### src/rtl/bmem_arbiter_pkg.sv
// Shared widths, types and helpers for the burst-memory arbiter.
// The instruction and data caches both use these definitions.
package bmem_arbiter_pkg;

  localparam int ADDR_WIDTH  = 32;
  localparam int BEAT_WIDTH  = 64;
  localparam int BURST_LEN   = 4;
  localparam int LINE_WIDTH  = BEAT_WIDTH * BURST_LEN;
  localparam int OFFSET_BITS = 5;

  typedef logic [ADDR_WIDTH-1:0] addr_t;
  typedef logic [BEAT_WIDTH-1:0] beat_t;
  typedef logic [LINE_WIDTH-1:0] line_t;

  typedef enum logic {REQ_I = 1'b0, REQ_D = 1'b1} req_id_t;

  typedef enum logic [1:0] {IDLE, ISSUE, WBURST} issue_state_t;

  function automatic addr_t line_align(input addr_t a);
    return {a[ADDR_WIDTH-1:OFFSET_BITS], {OFFSET_BITS{1'b0}}};
  endfunction

endpackage

### src/rtl/bmem_arbiter_if.sv
// Burst-memory port bundle: master is the arbiter, slave is the memory.
interface bmem_arbiter_if;
  import bmem_arbiter_pkg::*;

  addr_t bmem_addr;
  logic  bmem_read;
  logic  bmem_write;
  beat_t bmem_wdata;
  logic  bmem_ready;
  addr_t bmem_raddr;
  beat_t bmem_rdata;
  logic  bmem_rvalid;

  modport master (
    output bmem_addr, bmem_read, bmem_write, bmem_wdata,
    input  bmem_ready, bmem_raddr, bmem_rdata, bmem_rvalid
  );

  modport slave (
    input  bmem_addr, bmem_read, bmem_write, bmem_wdata,
    output bmem_ready, bmem_raddr, bmem_rdata, bmem_rvalid
  );
endinterface

### src/rtl/bmem_read_deser.sv
// Reassembles four returning beats into a cacheline and identifies its owner
// by matching the burst address against the outstanding table on beat 0.
module bmem_read_deser
  import bmem_arbiter_pkg::*;
(
  input  logic    clk,
  input  logic    rst_n,
  input  logic    rvalid_i,
  input  addr_t   raddr_i,
  input  beat_t   rdata_i,
  input  logic    ost_i_valid_i,
  input  addr_t   ost_i_addr_i,
  input  logic    ost_d_valid_i,
  input  addr_t   ost_d_addr_i,
  output logic    done_o,
  output req_id_t done_id_o,
  output line_t   done_line_o
);

  logic [1:0] cnt_q, cnt_d;
  logic       own_valid_q, own_valid_d;
  req_id_t    own_q, own_d;
  beat_t      asm_q [BURST_LEN-1];

  logic       hit_i, hit_d, cur_valid;
  req_id_t    cur_own;

  assign hit_i = ost_i_valid_i && (ost_i_addr_i == line_align(raddr_i));
  assign hit_d = ost_d_valid_i && (ost_d_addr_i == line_align(raddr_i));

  // Beat 0 decides ownership live; later beats use the latched owner.
  always_comb begin
    cnt_d       = cnt_q;
    own_valid_d = own_valid_q;
    own_d       = own_q;
    cur_valid   = own_valid_q;
    cur_own     = own_q;
    if (cnt_q == 2'd0) begin
      cur_valid = hit_i || hit_d;
      cur_own   = hit_i ? REQ_I : REQ_D;
    end
    if (rvalid_i) begin
      cnt_d = cnt_q + 2'd1;
      if (cnt_q == 2'd0) begin
        own_valid_d = cur_valid;
        own_d       = cur_own;
      end
    end
    done_o      = rvalid_i && (cnt_q == 2'd3) && cur_valid;
    done_id_o   = cur_own;
    done_line_o = {rdata_i, asm_q[2], asm_q[1], asm_q[0]};
  end

  always_ff @(posedge clk or negedge rst_n) begin
    if (!rst_n) begin
      cnt_q       <= 2'd0;
      own_valid_q <= 1'b0;
      own_q       <= REQ_I;
    end else begin
      cnt_q       <= cnt_d;
      own_valid_q <= own_valid_d;
      own_q       <= own_d;
    end
  end

  for (genvar gi = 0; gi < BURST_LEN - 1; gi++) begin : g_asm
    always_ff @(posedge clk or negedge rst_n) begin
      if (!rst_n)
        asm_q[gi] <= '0;
      else if (rvalid_i && (cnt_q == 2'(gi)))
        asm_q[gi] <= rdata_i;
    end
  end

  always @(posedge clk) begin
    if (rst_n && rvalid_i && (cnt_q == 2'd0))
      assert (hit_i || hit_d)
      else $warning("bmem_read_deser: dropping burst with raddr %h, no outstanding owner", raddr_i);
  end

endmodule

### src/rtl/bmem_arbiter.sv
// Shares one burst-memory port between icache (reads) and dcache (reads and
// writebacks); up to one outstanding transaction per cache.
module bmem_arbiter
  import bmem_arbiter_pkg::*;
(
  input  logic  clk,
  input  logic  rst_n,
  input  addr_t i_addr,
  input  logic  i_read,
  output line_t i_rdata,
  output logic  i_resp,
  input  addr_t d_addr,
  input  logic  d_read,
  input  logic  d_write,
  input  line_t d_wdata,
  output line_t d_rdata,
  output logic  d_resp,
  bmem_arbiter_if.master bmem
);

  issue_state_t state_q, state_d;
  req_id_t      rr_q, rr_d, gnt_q, gnt_d, gnt;
  logic [1:0]   busy_q, busy_d, ost_valid_q, ost_valid_d;
  addr_t        ost_addr_q [2];
  addr_t        ost_addr_d [2];
  logic [1:0]   wbeat_q, wbeat_d, wbeat_nxt;
  addr_t        bmem_addr_q, bmem_addr_d;
  logic         bmem_read_q, bmem_read_d, bmem_write_q, bmem_write_d;
  beat_t        bmem_wdata_q, bmem_wdata_d;
  line_t        i_rdata_q, i_rdata_d, d_rdata_q, d_rdata_d;
  logic         i_resp_q, i_resp_d, d_resp_q, d_resp_d;

  logic         done;
  req_id_t      done_id;
  line_t        done_line;
  addr_t        a_i, a_d;
  logic         elig_i, elig_d;

  bmem_read_deser u_deser (
    .clk           (clk),
    .rst_n         (rst_n),
    .rvalid_i      (bmem.bmem_rvalid),
    .raddr_i       (bmem.bmem_raddr),
    .rdata_i       (bmem.bmem_rdata),
    .ost_i_valid_i (ost_valid_q[REQ_I]),
    .ost_i_addr_i  (ost_addr_q[REQ_I]),
    .ost_d_valid_i (ost_valid_q[REQ_D]),
    .ost_d_addr_i  (ost_addr_q[REQ_D]),
    .done_o        (done),
    .done_id_o     (done_id),
    .done_line_o   (done_line)
  );

  assign a_i = line_align(i_addr);
  assign a_d = line_align(d_addr);

  // A read of a line the other cache is still waiting on would make the
  // returning raddr ambiguous, so it waits for that entry to clear.
  assign elig_i = i_read && !busy_q[REQ_I]
                  && !(ost_valid_q[REQ_D] && (ost_addr_q[REQ_D] == a_i));
  assign elig_d = (d_read || d_write) && !busy_q[REQ_D]
                  && !(d_read && ost_valid_q[REQ_I] && (ost_addr_q[REQ_I] == a_d));

  assign wbeat_nxt = wbeat_q + 2'd1;

  always_comb begin
    state_d      = state_q;
    rr_d         = rr_q;
    gnt_d        = gnt_q;
    gnt          = REQ_I;
    busy_d       = busy_q;
    ost_valid_d  = ost_valid_q;
    ost_addr_d   = ost_addr_q;
    wbeat_d      = wbeat_q;
    bmem_addr_d  = bmem_addr_q;
    bmem_read_d  = bmem_read_q;
    bmem_write_d = bmem_write_q;
    bmem_wdata_d = bmem_wdata_q;
    i_rdata_d    = i_rdata_q;
    d_rdata_d    = d_rdata_q;
    i_resp_d     = 1'b0;
    d_resp_d     = 1'b0;

    // Busy/outstanding stay set through the resp cycle so a held request
    // is not re-granted; they drop at the end of it.
    if (i_resp_q) begin
      busy_d[REQ_I]      = 1'b0;
      ost_valid_d[REQ_I] = 1'b0;
    end
    if (d_resp_q) begin
      busy_d[REQ_D]      = 1'b0;
      ost_valid_d[REQ_D] = 1'b0;
    end

    if (done) begin
      if (done_id == REQ_I) begin
        i_rdata_d = done_line;
        i_resp_d  = 1'b1;
      end else begin
        d_rdata_d = done_line;
        d_resp_d  = 1'b1;
      end
    end

    unique case (state_q)
      IDLE: begin
        if (elig_i || elig_d) begin
          if (elig_i && elig_d) begin
            gnt  = rr_q;
            rr_d = (rr_q == REQ_I) ? REQ_D : REQ_I;
          end else begin
            gnt  = elig_i ? REQ_I : REQ_D;
          end
          gnt_d       = gnt;
          busy_d[gnt] = 1'b1;
          state_d     = ISSUE;
          if (gnt == REQ_I) begin
            bmem_addr_d = a_i;
            bmem_read_d = 1'b1;
          end else begin
            bmem_addr_d = a_d;
            if (d_write) begin
              bmem_write_d = 1'b1;
              bmem_wdata_d = d_wdata[0 +: BEAT_WIDTH];
            end else begin
              bmem_read_d  = 1'b1;
            end
          end
        end
      end
      ISSUE: begin
        if (bmem.bmem_ready) begin
          if (bmem_read_q) begin
            bmem_read_d        = 1'b0;
            ost_valid_d[gnt_q] = 1'b1;
            ost_addr_d[gnt_q]  = bmem_addr_q;
            state_d            = IDLE;
          end else begin
            wbeat_d      = 2'd1;
            bmem_wdata_d = d_wdata[BEAT_WIDTH +: BEAT_WIDTH];
            state_d      = WBURST;
          end
        end
      end
      WBURST: begin
        if (wbeat_q == 2'd3) begin
          bmem_write_d = 1'b0;
          bmem_wdata_d = '0;
          wbeat_d      = 2'd0;
          d_resp_d     = 1'b1;
          state_d      = IDLE;
        end else begin
          wbeat_d      = wbeat_nxt;
          bmem_wdata_d = d_wdata[wbeat_nxt*BEAT_WIDTH +: BEAT_WIDTH];
        end
      end
      default: state_d = IDLE;
    endcase
  end

  always_ff @(posedge clk or negedge rst_n) begin
    if (!rst_n) begin
      state_q       <= IDLE;
      rr_q          <= REQ_D;
      gnt_q         <= REQ_I;
      busy_q        <= '0;
      ost_valid_q   <= '0;
      ost_addr_q[0] <= '0;
      ost_addr_q[1] <= '0;
      wbeat_q       <= 2'd0;
      bmem_addr_q   <= '0;
      bmem_read_q   <= 1'b0;
      bmem_write_q  <= 1'b0;
      bmem_wdata_q  <= '0;
      i_rdata_q     <= '0;
      d_rdata_q     <= '0;
      i_resp_q      <= 1'b0;
      d_resp_q      <= 1'b0;
    end else begin
      state_q       <= state_d;
      rr_q          <= rr_d;
      gnt_q         <= gnt_d;
      busy_q        <= busy_d;
      ost_valid_q   <= ost_valid_d;
      ost_addr_q    <= ost_addr_d;
      wbeat_q       <= wbeat_d;
      bmem_addr_q   <= bmem_addr_d;
      bmem_read_q   <= bmem_read_d;
      bmem_write_q  <= bmem_write_d;
      bmem_wdata_q  <= bmem_wdata_d;
      i_rdata_q     <= i_rdata_d;
      d_rdata_q     <= d_rdata_d;
      i_resp_q      <= i_resp_d;
      d_resp_q      <= d_resp_d;
    end
  end

  assign bmem.bmem_addr  = bmem_addr_q;
  assign bmem.bmem_read  = bmem_read_q;
  assign bmem.bmem_write = bmem_write_q;
  assign bmem.bmem_wdata = bmem_wdata_q;
  assign i_rdata         = i_rdata_q;
  assign i_resp          = i_resp_q;
  assign d_rdata         = d_rdata_q;
  assign d_resp          = d_resp_q;

endmodule

### src/flat_wrapper.sv
// flat-port wrapper written by rule: the top's interface ports become plain ports
module bmem_arbiter_flat import bmem_arbiter_pkg::*;
  (clk, rst_n, i_addr, i_read, i_rdata, i_resp, d_addr, d_read, d_write, d_wdata, d_rdata, d_resp, bmem_bmem_addr, bmem_bmem_read, bmem_bmem_write, bmem_bmem_wdata, bmem_bmem_ready, bmem_bmem_raddr, bmem_bmem_rdata, bmem_bmem_rvalid);
  bmem_arbiter_if bmem_i ();
  input  logic clk;
  input  logic rst_n;
  input  addr_t i_addr;
  input  logic i_read;
  output line_t i_rdata;
  output logic i_resp;
  input  addr_t d_addr;
  input  logic d_read;
  input  logic d_write;
  input  line_t d_wdata;
  output line_t d_rdata;
  output logic d_resp;
  output wire logic [$bits(bmem_i.bmem_addr)-1:0] bmem_bmem_addr;
  output wire logic [$bits(bmem_i.bmem_read)-1:0] bmem_bmem_read;
  output wire logic [$bits(bmem_i.bmem_write)-1:0] bmem_bmem_write;
  output wire logic [$bits(bmem_i.bmem_wdata)-1:0] bmem_bmem_wdata;
  input wire logic [$bits(bmem_i.bmem_ready)-1:0] bmem_bmem_ready;
  input wire logic [$bits(bmem_i.bmem_raddr)-1:0] bmem_bmem_raddr;
  input wire logic [$bits(bmem_i.bmem_rdata)-1:0] bmem_bmem_rdata;
  input wire logic [$bits(bmem_i.bmem_rvalid)-1:0] bmem_bmem_rvalid;
  assign bmem_bmem_addr = bmem_i.bmem_addr;
  assign bmem_bmem_read = bmem_i.bmem_read;
  assign bmem_bmem_write = bmem_i.bmem_write;
  assign bmem_bmem_wdata = bmem_i.bmem_wdata;
  assign bmem_i.bmem_ready = bmem_bmem_ready;
  assign bmem_i.bmem_raddr = bmem_bmem_raddr;
  assign bmem_i.bmem_rdata = bmem_bmem_rdata;
  assign bmem_i.bmem_rvalid = bmem_bmem_rvalid;
  bmem_arbiter u_core (.clk(clk), .rst_n(rst_n), .i_addr(i_addr), .i_read(i_read), .i_rdata(i_rdata), .i_resp(i_resp), .d_addr(d_addr), .d_read(d_read), .d_write(d_write), .d_wdata(d_wdata), .d_rdata(d_rdata), .d_resp(d_resp), .bmem(bmem_i));
endmodule
### config.mk
export PLATFORM = sky130hd
export DESIGN_NAME = bmem_arbiter_flat
export DESIGN_NICKNAME = d
export VERILOG_FILES = /design/src/rtl/bmem_arbiter_pkg.sv /design/src/rtl/bmem_arbiter_if.sv /design/src/rtl/bmem_read_deser.sv /design/src/rtl/bmem_arbiter.sv /design/src/flat_wrapper.sv
export SDC_FILE = /design/constraint.sdc
export NUM_CORES = 1
export LEC_CHECK = 0
export BUFFER_PORTS_ARGS = -buffer_cell sky130_fd_sc_hd__buf_2
export CAP_MARGIN = 30
export CORE_AREA = 2 2 403 405
export DETAILED_ROUTE_END_ITERATION = 7
export DIE_AREA = 0 0 405 407
export GPL_ROUTABILITY_DRIVEN = 0
export PLACE_DENSITY = 0.52
export RECOVER_POWER = 25
export REMOVE_ABC_BUFFERS = 1
export SYNTH_ARGS = -nofsm -noshare
export SYNTH_HDL_FRONTEND = slang
export SYNTH_SLANG_ARGS = --single-unit
### constraint.sdc
create_clock -name clk -period 3.35 [get_ports clk]
set_clock_uncertainty 0.1 [all_clocks]
set_input_delay 0.335 -clock clk [delete_from_list [all_inputs] [get_ports clk]]
set_output_delay 0.335 -clock clk [all_outputs]
set_load 0.01 [all_outputs]
# Yosys cells after proc, flatten, opt, wreduce, memory -nomap -nowiden
# Index checks and enable logic that the tools add are counted.
[word_totals]
output_inout_bits = 612
in_bits = 423
word_cells = 151
reg_bits = 882
[op_classes]
addsub = 2
eq_ne = 17
n_reduce_logical = 42
n_shift = 1
bitwise = 4
n_mux = 57
n_lt_le_gt_ge = 6
[op_table]
columns = ["cell", "n"]
rows = [
  ["$mux W64", 6],
  ["$shiftx A256 B9 Y64", 1],
  ["$pmux W64 S3", 1],
  ["$eq A32 B32 Y1", 4],
  ["$bwmux W64", 1],
  ["$mux W32", 2],
  ["$demux W32 S1", 1],
  ["$mux W1", 28],
  ["$mux W2", 12],
  ["$logic_and A1 B1 Y1", 18],
  ["$reduce_and A3 Y1", 4],
  ["$eq A2 B2 Y1 const B", 4],
  ["$reduce_and A2 Y1", 4],
  ["$ne A2 B1 Y1 const B", 3],
  ["$ne A2 B2 Y1 const B", 3],
  ["$pmux W2 S3", 1],
  ["$reduce_and A6 Y1", 1],
  ["$reduce_bool A2 Y1", 3],
  ["$reduce_and A5 Y1", 1],
  ["$add A2 B1 Y2 const B", 2],
  ["$eq A2 B1 Y1 const B", 2],
  ["$logic_not A1 Y1", 4],
  ["$logic_not A2 Y1", 2],
  ["$lt A1 B2 Y1 const B", 2],
  ["13 further kinds", 19],
]

# Longest topological paths before layout
[depth]
word_depth = 15
ltp_mapped = 9
depth_no_buf = 7

# By module
# Synthesis repeated with hierarchy kept, for this count alone.
[unflattened]
cells_unflattened = 2473
area_unflattened_um2 = 36876.6
[by_module_without_submodules]
columns = ["module", "seq_area_each_um2", "cells_per_inst", "area_each_um2", "instances"]
rows = [
  ["bmem_arbiter", 16792.4, 1903, 28431.0, 1],
  ["bmem_read_deser", 4904.7, 570, 8445.6, 1],
]

# Worst setup path after synthesis
# OpenSTA, ideal clock, no wires.
[synth_path]
kind = "register to register"
from = "reg u_core.ost_addr_q[52] (netlist bit)"
to = "reg u_core.i_rdata_q[226], in the netlist u_core.i_rdata[226]"
path_slack_ns = 0.950
setup_ns = 0.125
arrival_ns = 2.175
required_time_ns = 3.125
period_less_slack_ns = 2.400
stages_incl_launch_ff = 10
n_path_buf = 2
path_cell_list = "dfrtp_1 xor2_1 nor4_1 nand4_1 nor4_2 a22oi_1 nor2_1 buf_2 buf_4 mux2_2"
[synth_via]
elab_chain_cells = 6
elab_cells_between_ends = 9
cone_classes = "eq/ne: 1; mux: 3; bitwise: 1; reduce/logical: 4"
[synth_lines]
columns = ["item", "line_no", "text"]
rows = [
  ["start: declaration", "bmem_arbiter.sv:24", "addr_t ost_addr_q [2];"],
  ["start signal: assignment", "bmem_arbiter.sv:185", "ost_addr_q <= ost_addr_d;"],
  ["$eq A32 B32 Y1 (*)", "bmem_read_deser.sv:28", "assign hit_i = ost_i_valid_i && (ost_i_addr_i == line_align(raddr_i));"],
  ["$logic_and A1 B1 Y1 (*)", "bmem_read_deser.sv:28", ""],
  ["$mux W1 / $logic_or A1 B1 Y1 (equally long branches)", "bmem_read_deser.sv:40, bmem_read_deser.sv:39", ""],
  ["$mux W1", "bmem_read_deser.sv:38", "if (cnt_q == 2'd0) begin"],
  ["$not A1 Y1 (no source line) / $logic_and A1 B1 Y1 (equally long branches)", "--", ""],
  ["$reduce_and A2 Y1 (no source line) (*)", "--", ""],
  ["end signal: assignment", "bmem_arbiter.sv:191", "i_rdata_q <= i_rdata_d;"],
  ["end: declaration", "bmem_arbiter.sv:30", "line_t i_rdata_q, i_rdata_d, d_rdata_q, d_rdata_d;"],
]
# Mark *: on every way between the ends. The rest lies on a longest branch, timed or not.
# A chain may end at the register's enable or synchronous reset.

# Worst setup path after layout
[layout_path]
from = "reg u_core.ost_addr_q[50] (netlist bit)"
to = "reg u_core.bmem_read_q, in the netlist u_core.bmem.bmem_read"
[layout_via]
elab_chain_cells = 11
elab_cells_between_ends = 15
cone_classes = "eq/ne: 3; mux: 6; reduce/logical: 6"
[layout_lines]
columns = ["item", "line_no", "text"]
rows = [
  ["$eq A32 B32 Y1 (*)", "bmem_arbiter.sv:62", "&& !(d_read && ost_valid_q[REQ_I] && (ost_addr_q[REQ_I] == a_d));"],
  ["$logic_and A1 B1 Y1 (*)", "bmem_arbiter.sv:62", ""],
  ["$logic_not A1 Y1 (*)", "bmem_arbiter.sv:62", ""],
  ["$logic_and A1 B1 Y1 (*)", "bmem_arbiter.sv:62", ""],
  ["$logic_and A1 B1 Y1", "bmem_arbiter.sv:108", "if (elig_i && elig_d) begin"],
  ["$mux W1", "bmem_arbiter.sv:108", ""],
  ["$mux W1", "bmem_arbiter.sv:107", "if (elig_i || elig_d) begin"],
  ["$mux W1", "bmem_arbiter.sv:105", "unique case (state_q)"],
  ["$mux W1", "bmem_arbiter.sv:117", "if (gnt == REQ_I) begin"],
  ["$mux W1", "bmem_arbiter.sv:107", ""],
  ["$pmux W1 S2", "bmem_arbiter.sv:105", ""],
  ["end signal: assignment", "bmem_arbiter.sv:188", "bmem_read_q <= bmem_read_d;"],
  ["end: declaration", "bmem_arbiter.sv:28", "logic bmem_read_q, bmem_read_d, bmem_write_q, bmem_write_d;"],
]
# Mark *: on every way between the ends. The rest lies on a longest branch, timed or not. The select of a mux whose other input is x is not followed.

==> flow_summary_export.csv <==
group,metric,value,unit
cells_and_area,layout_common_cells,"buf_2 (1013), dfrtp_1 (865), mux2_2 (593)",
synth,synth_area_leaders,"dfrtp_1 (58%), mux2_2 (18%), mux2_4 (9.2%)",
cells_and_area,drive_gt1_share,58.0,%
global_route,antenna_found_initial,69,
synth,seq_area_frac_synth,58.0,%
power_and_ir_drop,power_leakage,24.9,nW
timing,tightest_slew,2280,ps
synth,async_flop_share,100,%
drt,drt_wl_total,142000,um
cells_and_area,area_delta_synth_final,36.7,%
synth,synth-seq-cells,867,
clock_tree,clock_latency,700,ps
clock_tree,max-clock-path-buffers,3,
clock_tree,cts_tree,"yes",
clock_tree,path_clk_slew,60,ps
cells_and_area,final_cell_area,51200,um^2
drt,drt_first_iter_violations,1280,
timing,slew_headroom,-52.3,%
cells_and_area,final_nets,4112,
placement,dp_cells,5535,
global_route,grt_max_degree,99,
worst_setup_path,cp.required,3860,ps
floorplan,initial_utilization,23.4,%
floorplan,dieArea,165000,um^2
drt,num_vias,25584,
timing,setup_viol,0,
floorplan,die_h,407,um
timing,finalHoldViolations,0,
power_and_ir_drop,ir_drop,0.000506,V
power_and_ir_drop,power.density,990,nW/um^2
clock_tree,numCtsBuffers,101,
cells_and_area,final_common_cell,"buf_2",
drt,drtPass1Iterations,5,
floorplan,fp.coreArea,160000,um^2
worst_setup_path,cp_max_fo,6,
min_path,hold_class,"input pin to flip-flop",
power_and_ir_drop,finalPower,0.0506,W
cells_and_area,instances_no_fill,5954,
worst_setup_path,path_class,"flip-flop to flip-flop",
synth,synth_edf_count,0,
synth,ys.flop_type,"dfrtp_1",
synth,synth.avg_cell_area,15.6,um^2
synth,synthDominantCellAreaShare,57.9,%
synth,netlist_area,37400,um^2
clock_tree,htreeDepth,3,
drt,drtAntennaViolNets,0,
worst_setup_path,crit_path_end_kind,"flip-flop",
status,violations,"capacitance limit, slew limit",
floorplan,die_w,405,um
global_route,grt_pass1_vias,26357,
timing,max_freq,315,MHz
drt,via_per_inst,4.30,
worst_setup_path,start_kind,"flip-flop",
placement,dpl_cell_area,45600,um^2
floorplan,rows,147,
timing,fin_crit_sh,94.8,%
global_route,track_usage,16.7,%
clock_tree,post-cts-setup-buffers,0,
run,drv_cap,1,
synth,syn_inst,2398,
status,status,"finished with violations",
timing,drv_slew,59,
synth,synth-warning-count,0,
drt,drc,0,
synth,yosysTopAreaCell,"dfrtp_1",
floorplan,ios,1035,
timing,period_needed,3180,ps
global_route,overflow,0,
global_route,grt_pass1_wl,199000,um
synth,ys_types,45,
drt,wire_per_inst,23.8,um
clock_tree,cts_sinks,867,
placement,io_buffers,1014,
timing,whs,61.1,ps
clock_tree,cts_root_buffer,"clkbuf_16",
timing,rsz0062_at_grt,"no",
placement,hpwl,108000,um
worst_setup_path,critical_path_arrival,3690,ps
-- worst paths after layout --
| kind | start | end | slack (ps) | cells past startpoint |
|---|---|---|---|---|
| min in group asynchronous | rst_n | u_core.i_rdata[171] | 770 | 2 |
| setup / recovery | u_core.ost_addr_q[50] | u_core.bmem.bmem_read | 170 | 10 |
| hold reg to reg | u_core.u_deser.done_line_o[167] | u_core.d_rdata[167] | 400 | 1 |
| setup reg to reg | u_core.ost_addr_q[50] | u_core.bmem.bmem_read | 170 | 10 |
| hold / removal | bmem_bmem_rdata[16] | u_core.u_deser.done_line_o[80] | 60 | 2 |
| max in group asynchronous | rst_n | u_core.u_deser.done_line_o[191] | 630 | 3 |
-- area by class of cell --
cell class | count | area, um^2
repair buffers | 1320 | 8250
clock inverters | 37 | 492
flip-flops and latches | 867 | 21700
fillers | 16154 | 109000
clock buffers | 150 | 2980
inverters | 13 | 48.8
well taps | 2160 | 2700
multi-input cells | 1378 | 14900
diodes | 29 | 72.6
-- cell usage after synthesis, types with 2 or more instances --
master	count
dfrtp_1	866
ha_1	8
mux2i_1	30
xnor2_1	55
buf_6	26
a21oi_1	66
mux2_2	593
mux4_2	64
buf_2	18
o21ai_0	36
nor2b_1	2
nand3_1	2
buf_4	35
inv_1	13
clkbuf_1	59
nor2_1	71
buf_1	6
nand4_1	18
mux2_4	229
o22ai_1	2
nor4_1	16
xor2_1	55
a22oi_1	66
a21o_1	3
nand2_1	39
-- cells by family after synthesis --
logic type | Yosys count | synth area share, %
AO/OA/AOI/OAI | 184 | 3.08
other | 1 | 0.0100
AND/OR/NAND/NOR | 155 | 1.91
buffers and inverters | 157 | 2.51
XOR/XNOR | 110 | 2.57
multiplexers | 916 | 31.7
flip-flops | 867 | 58.0
adder cells (fa/ha/maj) | 8 | 0.267
-- metal layers --
layer | part of all wire (%) | wire length [um] | global-route usage (%) | vias up
li1 | - | - | - | 11289
met4 | 3.8 | 5450 | 7.13 | 32
met3 | 8.0 | 11300 | 5.58 | 271
met5 | 0.14 | 198 | 0 | -
met1 | 40 | 56200 | 19.7 | 13078
met2 | 48 | 68700 | 27.5 | 914
-- flip-flops by register name (all words and copies together) (netlist names) --
name                        count
u_core.d_rdata                256
u_core.ost_valid_q              2
u_core.u_deser.done_line_o    192
u_core.rr_q                     1
u_core.i_resp                   1
u_core.bmem.bmem_addr          27
u_core.ost_addr_q              54
u_core.busy_q                   2
u_core.bmem.bmem_write          1
u_core.u_deser.own_valid_q      1
u_core.u_deser.own_q            1
u_core.d_resp                   1
u_core.state_q                  2
u_core.u_deser.cnt_q            2
u_core.i_rdata                256
u_core.wbeat_q                  2
u_core.gnt_q                    1
u_core.bmem.bmem_read           1
u_core.bmem.bmem_wdata         64
-- power breakdown --
group | total [W] | leakage [nW] | internal, W | switching, W
clock | 0.0114 | 1.69 | 0.00673 | 0.00471
sequential | 0.0189 | 10.7 | 0.0155 | 0.00339
combinational | 0.0203 | 12.5 | 0.0105 | 0.00976
-- what timing repair did --
action	in CTS	in global routing
resized for setup	1	5
hold buffers	203	0
endpoints found under the hold margin	434	0
endpoints found under the setup margin	144	230
-- per-stage QoR --
stage	worst slack, ps	setup TNS [ps]	utilization [%]
after floorplan	-10020	-3631850	-
final	174	0	31.9
after global placement	-83.6	-8640	28.5
after global routing	27.1	0	31.9
after detailed placement	-74.3	-6530	28.5
after CTS	46.9	0	31.9
-- worst max-delay path: stages, from the launching register on --
cell and delay [ps]:
dfrtp_1 410, xor2_1 180, nor4_2 350, buf_4 180
nand4_1 140, o221a_2 300, buf_4 160, a21o_1 210
a2111oi_2 360, a211o_1 140, dlygate4sd3_1 550
(Power assumes the default switching activity.)
